$ cat src/rtl/battle_if.sv
// Signal bundle between the battle turn sequencer and its surroundings
// (UART key source, player block, attack bar and damage animation).
interface battle_if;
   logic [7:0]  key;
   logic        isDeath;
   logic        atkPass;
   logic        isDmgComplete;
   logic [7:0]  mstate;
   logic [15:0] playerInstruction;
   logic        isMove;
   logic [7:0]  monHP;
   logic        startDmg;
   logic [7:0]  dmgMon;
   logic [7:0]  damage;
   logic        heal;

   modport master (
      output key, isDeath, atkPass, isDmgComplete,
      input  mstate, playerInstruction, isMove, monHP, startDmg, dmgMon, damage, heal
   );

   modport slave (
      input  key, isDeath, atkPass, isDmgComplete,
      output mstate, playerInstruction, isMove, monHP, startDmg, dmgMon, damage, heal
   );
endinterface

$ cat src/rtl/battle_fsm.sv
// Turn sequencer for the battle game: decodes keypresses, walks menu/attack/
// damage/dodge/end states, tracks monster HP and issues player commands.
//
// state   | meaning
// IDLE    | waiting for space/enter to start a game
// M_FIGHT | menu cursor on FIGHT
// M_ACT   | menu cursor on ACT
// M_ITEM  | menu cursor on ITEM
// M_MERCY | menu cursor on MERCY
// ATTACK  | attack bar running, space commits the hit
// DAMAGE  | damage animation playing on the monster
// DODGE   | player moves while the dodge timer runs
// LOSE    | player died, 'r' restarts
// WIN     | monster defeated or spared, 'r' restarts
module battle_fsm #(
   parameter logic [7:0]  MON_HP_INIT = 8'd100,
   parameter logic [7:0]  ATK_HIT     = 8'd20,
   parameter logic [7:0]  MON_DMG     = 8'd5,
   parameter logic [7:0]  HEAL_AMT    = 8'd10,
   parameter logic [1:0]  ITEM_COUNT  = 2'd3,
   parameter logic [7:0]  SPARE_HP    = 8'd20,
   parameter logic [31:0] DODGE_CYC   = 32'd500000000
) (
   input logic     clk,
   input logic     reset,
   battle_if.slave bus
);

   typedef enum logic [3:0] {
      IDLE    = 4'd0,
      M_FIGHT = 4'd1,
      M_ACT   = 4'd2,
      M_ITEM  = 4'd3,
      M_MERCY = 4'd4,
      ATTACK  = 4'd5,
      DAMAGE  = 4'd6,
      DODGE   = 4'd7,
      LOSE    = 4'd8,
      WIN     = 4'd9
   } state_e;

   localparam logic [7:0] K_A     = 8'h61;
   localparam logic [7:0] K_D     = 8'h64;
   localparam logic [7:0] K_W     = 8'h77;
   localparam logic [7:0] K_S     = 8'h73;
   localparam logic [7:0] K_SPACE = 8'h20;
   localparam logic [7:0] K_ENTER = 8'h0D;
   localparam logic [7:0] K_R     = 8'h72;

   localparam logic [7:0] OP_MOVE  = 8'h01;
   localparam logic [7:0] OP_HEAL  = 8'h02;
   localparam logic [7:0] OP_RESET = 8'h03;

   localparam logic [31:0] DODGE_LAST = DODGE_CYC - 32'd1;

   state_e      state, state_nxt;
   logic [7:0]  key_prev;
   logic [7:0]  mon_hp, mon_hp_nxt;
   logic [1:0]  items, items_nxt;
   logic [7:0]  dmg_mon, dmg_nxt;
   logic [15:0] instr, instr_nxt;
   logic        heal_q, heal_nxt;
   logic        start_q, start_nxt;
   logic [31:0] dodge_cnt;
   logic        key_evt;
   logic        in_play;
   logic [7:0]  hit;

   // A held key produces one event: only the first cycle of a new nonzero code counts.
   assign key_evt = (bus.key != 8'd0) && (bus.key != key_prev);
   assign in_play = (state != IDLE) && (state != WIN) && (state != LOSE);
   assign hit     = bus.atkPass ? ATK_HIT : 8'd0;

   always_ff @(posedge clk or negedge reset) begin
      if (!reset) begin
         state     <= IDLE;
         key_prev  <= 8'd0;
         mon_hp    <= MON_HP_INIT;
         items     <= ITEM_COUNT;
         dmg_mon   <= 8'd0;
         instr     <= 16'd0;
         heal_q    <= 1'b0;
         start_q   <= 1'b0;
         dodge_cnt <= 32'd0;
      end else begin
         state     <= state_nxt;
         key_prev  <= bus.key;
         mon_hp    <= mon_hp_nxt;
         items     <= items_nxt;
         dmg_mon   <= dmg_nxt;
         instr     <= instr_nxt;
         heal_q    <= heal_nxt;
         start_q   <= start_nxt;
         dodge_cnt <= (state == DODGE) ? dodge_cnt + 32'd1 : 32'd0;
      end
   end

   always_comb begin
      state_nxt  = state;
      mon_hp_nxt = mon_hp;
      items_nxt  = items;
      dmg_nxt    = dmg_mon;
      instr_nxt  = 16'd0;
      heal_nxt   = 1'b0;
      start_nxt  = 1'b0;

      if (in_play && bus.isDeath) begin
         state_nxt = LOSE;
      end else begin
         case (state)
            IDLE: begin
               if (key_evt && (bus.key == K_SPACE || bus.key == K_ENTER)) begin
                  state_nxt = M_FIGHT;
                  instr_nxt = {OP_RESET, 8'd0};
               end
            end
            M_FIGHT, M_ACT, M_ITEM, M_MERCY: begin
               if (key_evt && bus.key == K_D) begin
                  case (state)
                     M_FIGHT: state_nxt = M_ACT;
                     M_ACT:   state_nxt = M_ITEM;
                     M_ITEM:  state_nxt = M_MERCY;
                     default: state_nxt = M_FIGHT;
                  endcase
               end else if (key_evt && bus.key == K_A) begin
                  case (state)
                     M_FIGHT: state_nxt = M_MERCY;
                     M_ACT:   state_nxt = M_FIGHT;
                     M_ITEM:  state_nxt = M_ACT;
                     default: state_nxt = M_ITEM;
                  endcase
               end else if (key_evt && bus.key == K_ENTER) begin
                  case (state)
                     M_FIGHT: state_nxt = ATTACK;
                     M_ACT:   state_nxt = DODGE;
                     M_ITEM: begin
                        if (items != 2'd0) begin
                           heal_nxt  = 1'b1;
                           items_nxt = items - 2'd1;
                           instr_nxt = {OP_HEAL, HEAL_AMT};
                           state_nxt = DODGE;
                        end
                     end
                     default: state_nxt = (mon_hp <= SPARE_HP) ? WIN : DODGE;
                  endcase
               end
            end
            ATTACK: begin
               // HP is charged on the entry edge so DAMAGE can test it directly.
               if (key_evt && bus.key == K_SPACE) begin
                  dmg_nxt    = hit;
                  mon_hp_nxt = (mon_hp < hit) ? 8'd0 : mon_hp - hit;
                  start_nxt  = 1'b1;
                  state_nxt  = DAMAGE;
               end
            end
            DAMAGE: begin
               if (bus.isDmgComplete)
                  state_nxt = (mon_hp == 8'd0) ? WIN : DODGE;
            end
            DODGE: begin
               if (key_evt && (bus.key == K_W || bus.key == K_A ||
                               bus.key == K_S || bus.key == K_D))
                  instr_nxt = {OP_MOVE, bus.key};
               if (dodge_cnt == DODGE_LAST)
                  state_nxt = M_FIGHT;
            end
            LOSE, WIN: begin
               if (key_evt && bus.key == K_R) begin
                  state_nxt  = IDLE;
                  mon_hp_nxt = MON_HP_INIT;
                  items_nxt  = ITEM_COUNT;
                  dmg_nxt    = 8'd0;
               end
            end
            default: state_nxt = IDLE;
         endcase
      end
   end

   assign bus.mstate            = {4'd0, state};
   assign bus.playerInstruction = instr;
   assign bus.isMove            = (state == DODGE);
   assign bus.monHP             = mon_hp;
   assign bus.startDmg          = start_q;
   assign bus.dmgMon            = dmg_mon;
   assign bus.damage            = MON_DMG;
   assign bus.heal              = heal_q;

endmodule

$ cat src/flat_wrapper.sv
// flat-port wrapper written by rule: the top's interface ports become plain ports
module battle_fsm_flat 
#(
   parameter logic [7:0]  MON_HP_INIT = 8'd100,
   parameter logic [7:0]  ATK_HIT     = 8'd20,
   parameter logic [7:0]  MON_DMG     = 8'd5,
   parameter logic [7:0]  HEAL_AMT    = 8'd10,
   parameter logic [1:0]  ITEM_COUNT  = 2'd3,
   parameter logic [7:0]  SPARE_HP    = 8'd20,
   parameter logic [31:0] DODGE_CYC   = 32'd500000000
)
  (clk, reset, bus_key, bus_isDeath, bus_atkPass, bus_isDmgComplete, bus_mstate, bus_playerInstruction, bus_isMove, bus_monHP, bus_startDmg, bus_dmgMon, bus_damage, bus_heal);
  battle_if bus_i ();
  input logic clk;
  input logic reset;
  input wire logic [$bits(bus_i.key)-1:0] bus_key;
  input wire logic [$bits(bus_i.isDeath)-1:0] bus_isDeath;
  input wire logic [$bits(bus_i.atkPass)-1:0] bus_atkPass;
  input wire logic [$bits(bus_i.isDmgComplete)-1:0] bus_isDmgComplete;
  output wire logic [$bits(bus_i.mstate)-1:0] bus_mstate;
  output wire logic [$bits(bus_i.playerInstruction)-1:0] bus_playerInstruction;
  output wire logic [$bits(bus_i.isMove)-1:0] bus_isMove;
  output wire logic [$bits(bus_i.monHP)-1:0] bus_monHP;
  output wire logic [$bits(bus_i.startDmg)-1:0] bus_startDmg;
  output wire logic [$bits(bus_i.dmgMon)-1:0] bus_dmgMon;
  output wire logic [$bits(bus_i.damage)-1:0] bus_damage;
  output wire logic [$bits(bus_i.heal)-1:0] bus_heal;
  assign bus_i.key = bus_key;
  assign bus_i.isDeath = bus_isDeath;
  assign bus_i.atkPass = bus_atkPass;
  assign bus_i.isDmgComplete = bus_isDmgComplete;
  assign bus_mstate = bus_i.mstate;
  assign bus_playerInstruction = bus_i.playerInstruction;
  assign bus_isMove = bus_i.isMove;
  assign bus_monHP = bus_i.monHP;
  assign bus_startDmg = bus_i.startDmg;
  assign bus_dmgMon = bus_i.dmgMon;
  assign bus_damage = bus_i.damage;
  assign bus_heal = bus_i.heal;
  battle_fsm #(.MON_HP_INIT(MON_HP_INIT), .ATK_HIT(ATK_HIT), .MON_DMG(MON_DMG), .HEAL_AMT(HEAL_AMT), .ITEM_COUNT(ITEM_COUNT), .SPARE_HP(SPARE_HP), .DODGE_CYC(DODGE_CYC)) u_core (.clk(clk), .reset(reset), .bus(bus_i));
endmodule
$ cat config.mk
export PLATFORM = sky130hd
export DESIGN_NAME = battle_fsm_flat
export DESIGN_NICKNAME = d
export VERILOG_FILES = /design/src/rtl/battle_if.sv /design/src/rtl/battle_fsm.sv /design/src/flat_wrapper.sv
export SDC_FILE = /design/constraint.sdc
export NUM_CORES = 1
export LEC_CHECK = 0
export CORE_ASPECT_RATIO = 1.2
export CORE_UTILIZATION = 50
export DETAILED_ROUTE_END_ITERATION = 8
export PLACE_DENSITY_LB_ADDON = 0.12
export SLEW_MARGIN = 10
export SYNTH_ARGS = -nofsm -noshare
export SYNTH_HDL_FRONTEND = slang
export SYNTH_SLANG_ARGS = --single-unit
$ cat constraint.sdc
create_clock -name clk -period 2.97 [get_ports clk]
set_input_delay 0.297 -clock clk [delete_from_list [all_inputs] [get_ports clk]]
set_output_delay 0.297 -clock clk [all_outputs]
set_load 0.01 [all_outputs]
== Word-level counts from Yosys, hierarchy flattened ==
Index checks and enable logic that the tools add are counted.
Operators by class
  $add $sub $neg: 3
  magnitude comparators: 2
  equal/unequal tests: 34
  multiplexer cells: 51
  bitwise operators: 1
  reduce and logical (&&, ||, !) cells: 27
Operator list (count)
  16-bit two-way mux: 5
  4-bit two-way mux: 12
  16-bit case mux with 3 select lines: 1
  8-bit by 7-bit equality test with 1-bit output (second input constant): 5
  8-bit two-way mux: 5
  32-bit by 1-bit adder with 32-bit output (second input constant): 1
  32-bit by 29-bit equality test with 1-bit output (second input constant): 1
  32-bit two-way mux: 1
  8-bit case mux with 2 select lines: 2
  4-bit case mux with 6 select lines: 1
  10-bit two-way mux: 2
  3-bit case mux with 3 select lines: 2
  4-bit by 3-bit equality test with 1-bit output (second input constant): 4
  2-bit two-way mux: 6
  3-bit by 1-bit != test with 1-bit output (second input constant): 4
  4-bit case mux with 3 select lines: 1
  1-bit logical AND: 11
  1-bit two-way mux: 10
  2-bit by 1-bit != test with 1-bit output (second input constant): 5
  9-bit two-way mux: 1
  4-bit by 2-bit equality test with 1-bit output (second input constant): 2
  4-bit equality test (second input constant): 2
  8-bit by 4-bit equality test with 1-bit output (second input constant): 1
  8-bit by 6-bit equality test with 1-bit output (second input constant): 1
  other kinds (25): 32
Storage, ports and cells
  register bits: 80
  input port bits: 13
  output and inout bits: 51

== Depth between registers and ports, before layout ==
  depth in word-level cells: 8
  gate-level depth with buffers: 8
  gate-level depth less buffers: 8

== Worst setup path before layout ==
No wires, ideal clock.
  kind: input to register
  start point: input bus_key[4]
  end point: register u_core.state[1]
  library setup time: 0.125 ns
  arrival: 2.064 ns
  setup slack: 0.781 ns
  stages: 7
  cell sequence: buf_4 > or4_4 > o22a_1 > o211a_1 > a221oi_2 > nand4_2 > mux2_4
Between the ends
  word-level cells in the longest chain between the ends: 7
  elaborated cells between the ends (all ways): 25
  classes of those cells: eq/ne (11); mux (4); reduce/logical (10)
RTL lines
  start, declared: RTL line flat_wrapper.sv:16  | input wire logic [$bits(bus_i.key)-1:0] bus_key;
  8-bit != test or 8-bit nonzero test (tied branches): RTL line battle_fsm.sv:70  | assign key_evt = (bus.key != 8'd0) && (bus.key != key_prev);
  1-bit logical AND: RTL line battle_fsm.sv:70
  1-bit logical AND: RTL line battle_fsm.sv:125  | end else if (key_evt && bus.key == K_A) begin
  4-bit two-way mux: RTL line battle_fsm.sv:125
  4-bit two-way mux: RTL line battle_fsm.sv:118  | if (key_evt && bus.key == K_D) begin
  4-bit case mux with 6 select lines: RTL line battle_fsm.sv:110  | case (state)
  4-bit two-way mux: RTL line battle_fsm.sv:107  | if (in_play && bus.isDeath) begin
  end signal, assigned: RTL line battle_fsm.sv:86  | state <= state_nxt;
  end, declared: RTL line battle_fsm.sv:56  | state_e state, state_nxt;
Several ways; a longest one is shown, not always the timed one.
A chain may end at the register's enable or synchronous reset.

== Worst setup path in the final report ==
Same ends and word-level chain as after synthesis.

==> impl_metrics.env <==
export IMPL_status="finished, final reports clean"
export IMPL_wl_per_cell_um=14.6
export IMPL_final_util=0.605
export IMPL_final_hold_viol_count=0
export IMPL_grt_pass1_wl_um=13500
export IMPL_clock_fmax_ghz=0.405
export IMPL_start_kind="primary input"
export IMPL_final_nets=474
export IMPL_drt_antenna_violating_nets=0
export IMPL_slew_viol_final=0
export IMPL_cts_setup_buffers=0
export IMPL_setup_tns_ns=0
export IMPL_ir_worst_vdd_mv=0.375
export IMPL_p_total_mw=2.86
export IMPL_synth_common_cells="dfrtp_1 (60), nor2_1 (49), buf_4 (30), nand2_1 (28)"
export IMPL_tightest_slew_ns=0.567
export IMPL_ys_ff_latch=65
export IMPL_drc=0
export IMPL_stdcell_area_mm2=0.00445
export IMPL_dr_pass1_iters=5
export IMPL_clockBufferDepth=2
export IMPL_initial_core_util=0.523
export IMPL_worstSkewPairLatency_ns=0.33
export IMPL_avgSynthCellArea_um2=9.39
export IMPL_place_area_mm2=0.00422
export IMPL_rsz0062_at_grt="no"
export IMPL_cts_max_level=3
export IMPL_synth_cells=410
export IMPL_timing_max_cap_violations=0
export IMPL_root_buffer="clkbuf_8"
export IMPL_drive_above_1_share=0.121
export IMPL_grt_remaining_overflow=0
export IMPL_crit_end="u_core.state[1]"
export IMPL_end_kind="flip-flop"
export IMPL_n_antenna_cell=0
export IMPL_dp_hpwl_um=5840
export IMPL_skew_ns=0.00697
export IMPL_die_width_um=82.1
export IMPL_powerDensity_mw_per_mm2=643
export IMPL_slew_headroom=0.612
export IMPL_detail_route_iter0_violations=196
export IMPL_area_growth_pct=15.7
export IMPL_syn_area_mm2=0.00385
export IMPL_hold_buffers=1
export IMPL_vias_per_cell=5.52
export IMPL_cts_resized_gates=0
export IMPL_gp_congestion=0.970
export IMPL_ys_async_sr_fraction=1.00
export IMPL_ys_flop_type="dfrtp_1"
export IMPL_cts_tree="built"
export IMPL_leakagePower_nw=1.89
export IMPL_ys_top_cells_by_area="dfrtp_1 (39%), buf_4 (5.8%), nor2_1 (4.8%), xnor2_1 (4.3%), xor2_1 (4.1%)"
export IMPL_crit_type="in2reg"
export IMPL_final_cells=551
export IMPL_routed_wl_um=8030
export IMPL_synth_seq_area_share=0.424
export IMPL_cts_sinks=65
export IMPL_ys_warn_count=0
export IMPL_die_h_um=98.1
export IMPL_yosysUniqueCellTypes=68
export IMPL_reg2reg_to="u_core.state[1]"
export IMPL_critPathRequiredTime_ns=3.24
export IMPL_cp_arrival_ns=2.74
export IMPL_synth_edff_count=0
export IMPL_antenna_found_initial=0
export IMPL_rrSetupSlack_ns=0.63
export IMPL_period_share=0.831
export IMPL_r2r_start="u_core.dodge_cnt[0]"
export IMPL_clkSlewWorstSetupHoldPaths_ns=0.08
export IMPL_first_global_vias=2863
export IMPL_critPathLaunch="bus_key[4]"
export IMPL_row_count=34
export IMPL_setup_violations=0
export IMPL_reg2reg_depth=7
export IMPL_placedCellCount=534
export IMPL_port_buffers=37
export IMPL_worstPathMaxFanout=9
export IMPL_finalCriticalPeriod_ns=2.47
export IMPL_io_pin_count=64
export IMPL_post_synth_top_count_cell="dfrtp_1"
export IMPL_yosysTopAreaCell="dfrtp_1"
export IMPL_die_area_mm2=0.00806
export IMPL_vias=3043
export IMPL_grt_max_degree=32
export IMPL_fillers=632
export IMPL_core_area_mm2=0.00736
export IMPL_numCtsBuffers=9
export IMPL_synth_top_area_frac=0.390
export IMPL_hp_class="in2async"
export IMPL_track_usage=0.218
-- kinds of logic after synthesis --
group / count (synthesis) / share of synthesized area
flops: 65 / 0.424
compound gates: 62 / 0.109
simple gates: 173 / 0.246
fa+ha+maj: 5 / 0.0162
mux: 7 / 0.0198
buf+inv: 59 / 0.0994
other cells: 2 / 0.00195
xor+xnor: 37 / 0.0841
-- layer usage --
layer / global-route usage / wire length [um]
met1: 0.291 / 3540
met2: 0.343 / 4000
met3: 0.0514 / 364
met4: 0.0729 / 121
met5: 0 / 0
-- worst min-delay path by stage --
stage | from | slack [ns] | cells past startpoint | endpoint
3_5_place_dp | reset | 0.24 | 1 | u_core.bus.monHP[7]
3_3_place_gp | reset | 0.24 | 1 | u_core.bus.dmgMon[2]
5_1_grt | reset | 0.45 | 2 | u_core.bus.monHP[7]
2_1_floorplan | reset | 0.001 | 0 | u_core.bus.dmgMon[2]
4_1_cts | reset | 0.41 | 2 | u_core.bus.monHP[7]
6_report | reset | 0.42 | 2 | u_core.bus.monHP[7]
-- where the power goes --
part	switching [mW]	leakage (nW)	internal [mW]
clock network	0.351	0.113	0.498
registers	0.114	0.864	0.976
logic	0.501	0.918	0.423
-- per-stage QoR --
step | setup WS, ns | hold slack (ns)
finish | 0.502 | 0.418
global route | 0.376 | 0.446
CTS | 0.538 | 0.408
detailed placement | 0.234 | 0.245
global placement | 0.308 | 0.242
floorplan | 0.781 | 0.00141
-- critical path: stages --
cell	delay (ns)
clkdlybuf4s50_1	0.47
buf_4	0.20
xnor2_1	0.29
nand4_2	0.28
o21ai_0	0.31
nor3_1	0.10
a2111oi_0	0.54
mux2_4	0.25
-- final cells by class --
class	instances	area [um^2]	area share
Clock inverter	6	90.1	0.0202
Multi-Input combinational cell	311	1930	0.433
Inverter	15	56.3	0.0126
Sequential cell	65	1630	0.367
Timing Repair Buffer	54	495	0.111
Clock buffer	10	138	0.0309
Tap cell	90	113	0.0253
-- registers in the layout (all words and copies together), names as in the netlist, 2 cells and up --
signal and count:
u_core.bus.playerInstruction 10, u_core.bus.monHP 6, u_core.dodge_cnt 32, u_core.items 2, u_core.state 4, u_core.key_prev 8
-- placed cells by master, fill, tap and decap left out, types with 4 or more instances in the layout --
cell             synthesis  routed
dfrtp_1                 60      60
nor2_1                  49      49
clkdlybuf4s50_1          0      36
nand2_1                 28      28
conb_1                   2      27
o21ai_0                 19      19
xnor2_1                 19      19
xor2_1                  18      18
buf_4                   30      16
inv_1                   15      15
nand3_1                 15      15
a21oi_1                 12      12
and3_1                  11      11
clkbuf_8                 3      10
nor4_1                   9       9
nand4_1                  7       7
nor3_1                   7       7
and2_1                   6       6
or3_1                    5       5
o211ai_1                 5       5
mux2i_1                  5       5
ha_1                     5       5
dfstp_2                  5       5
or4_1                    4       4
nor4b_1                  4       4
Power figures use the tool's default switching activity.
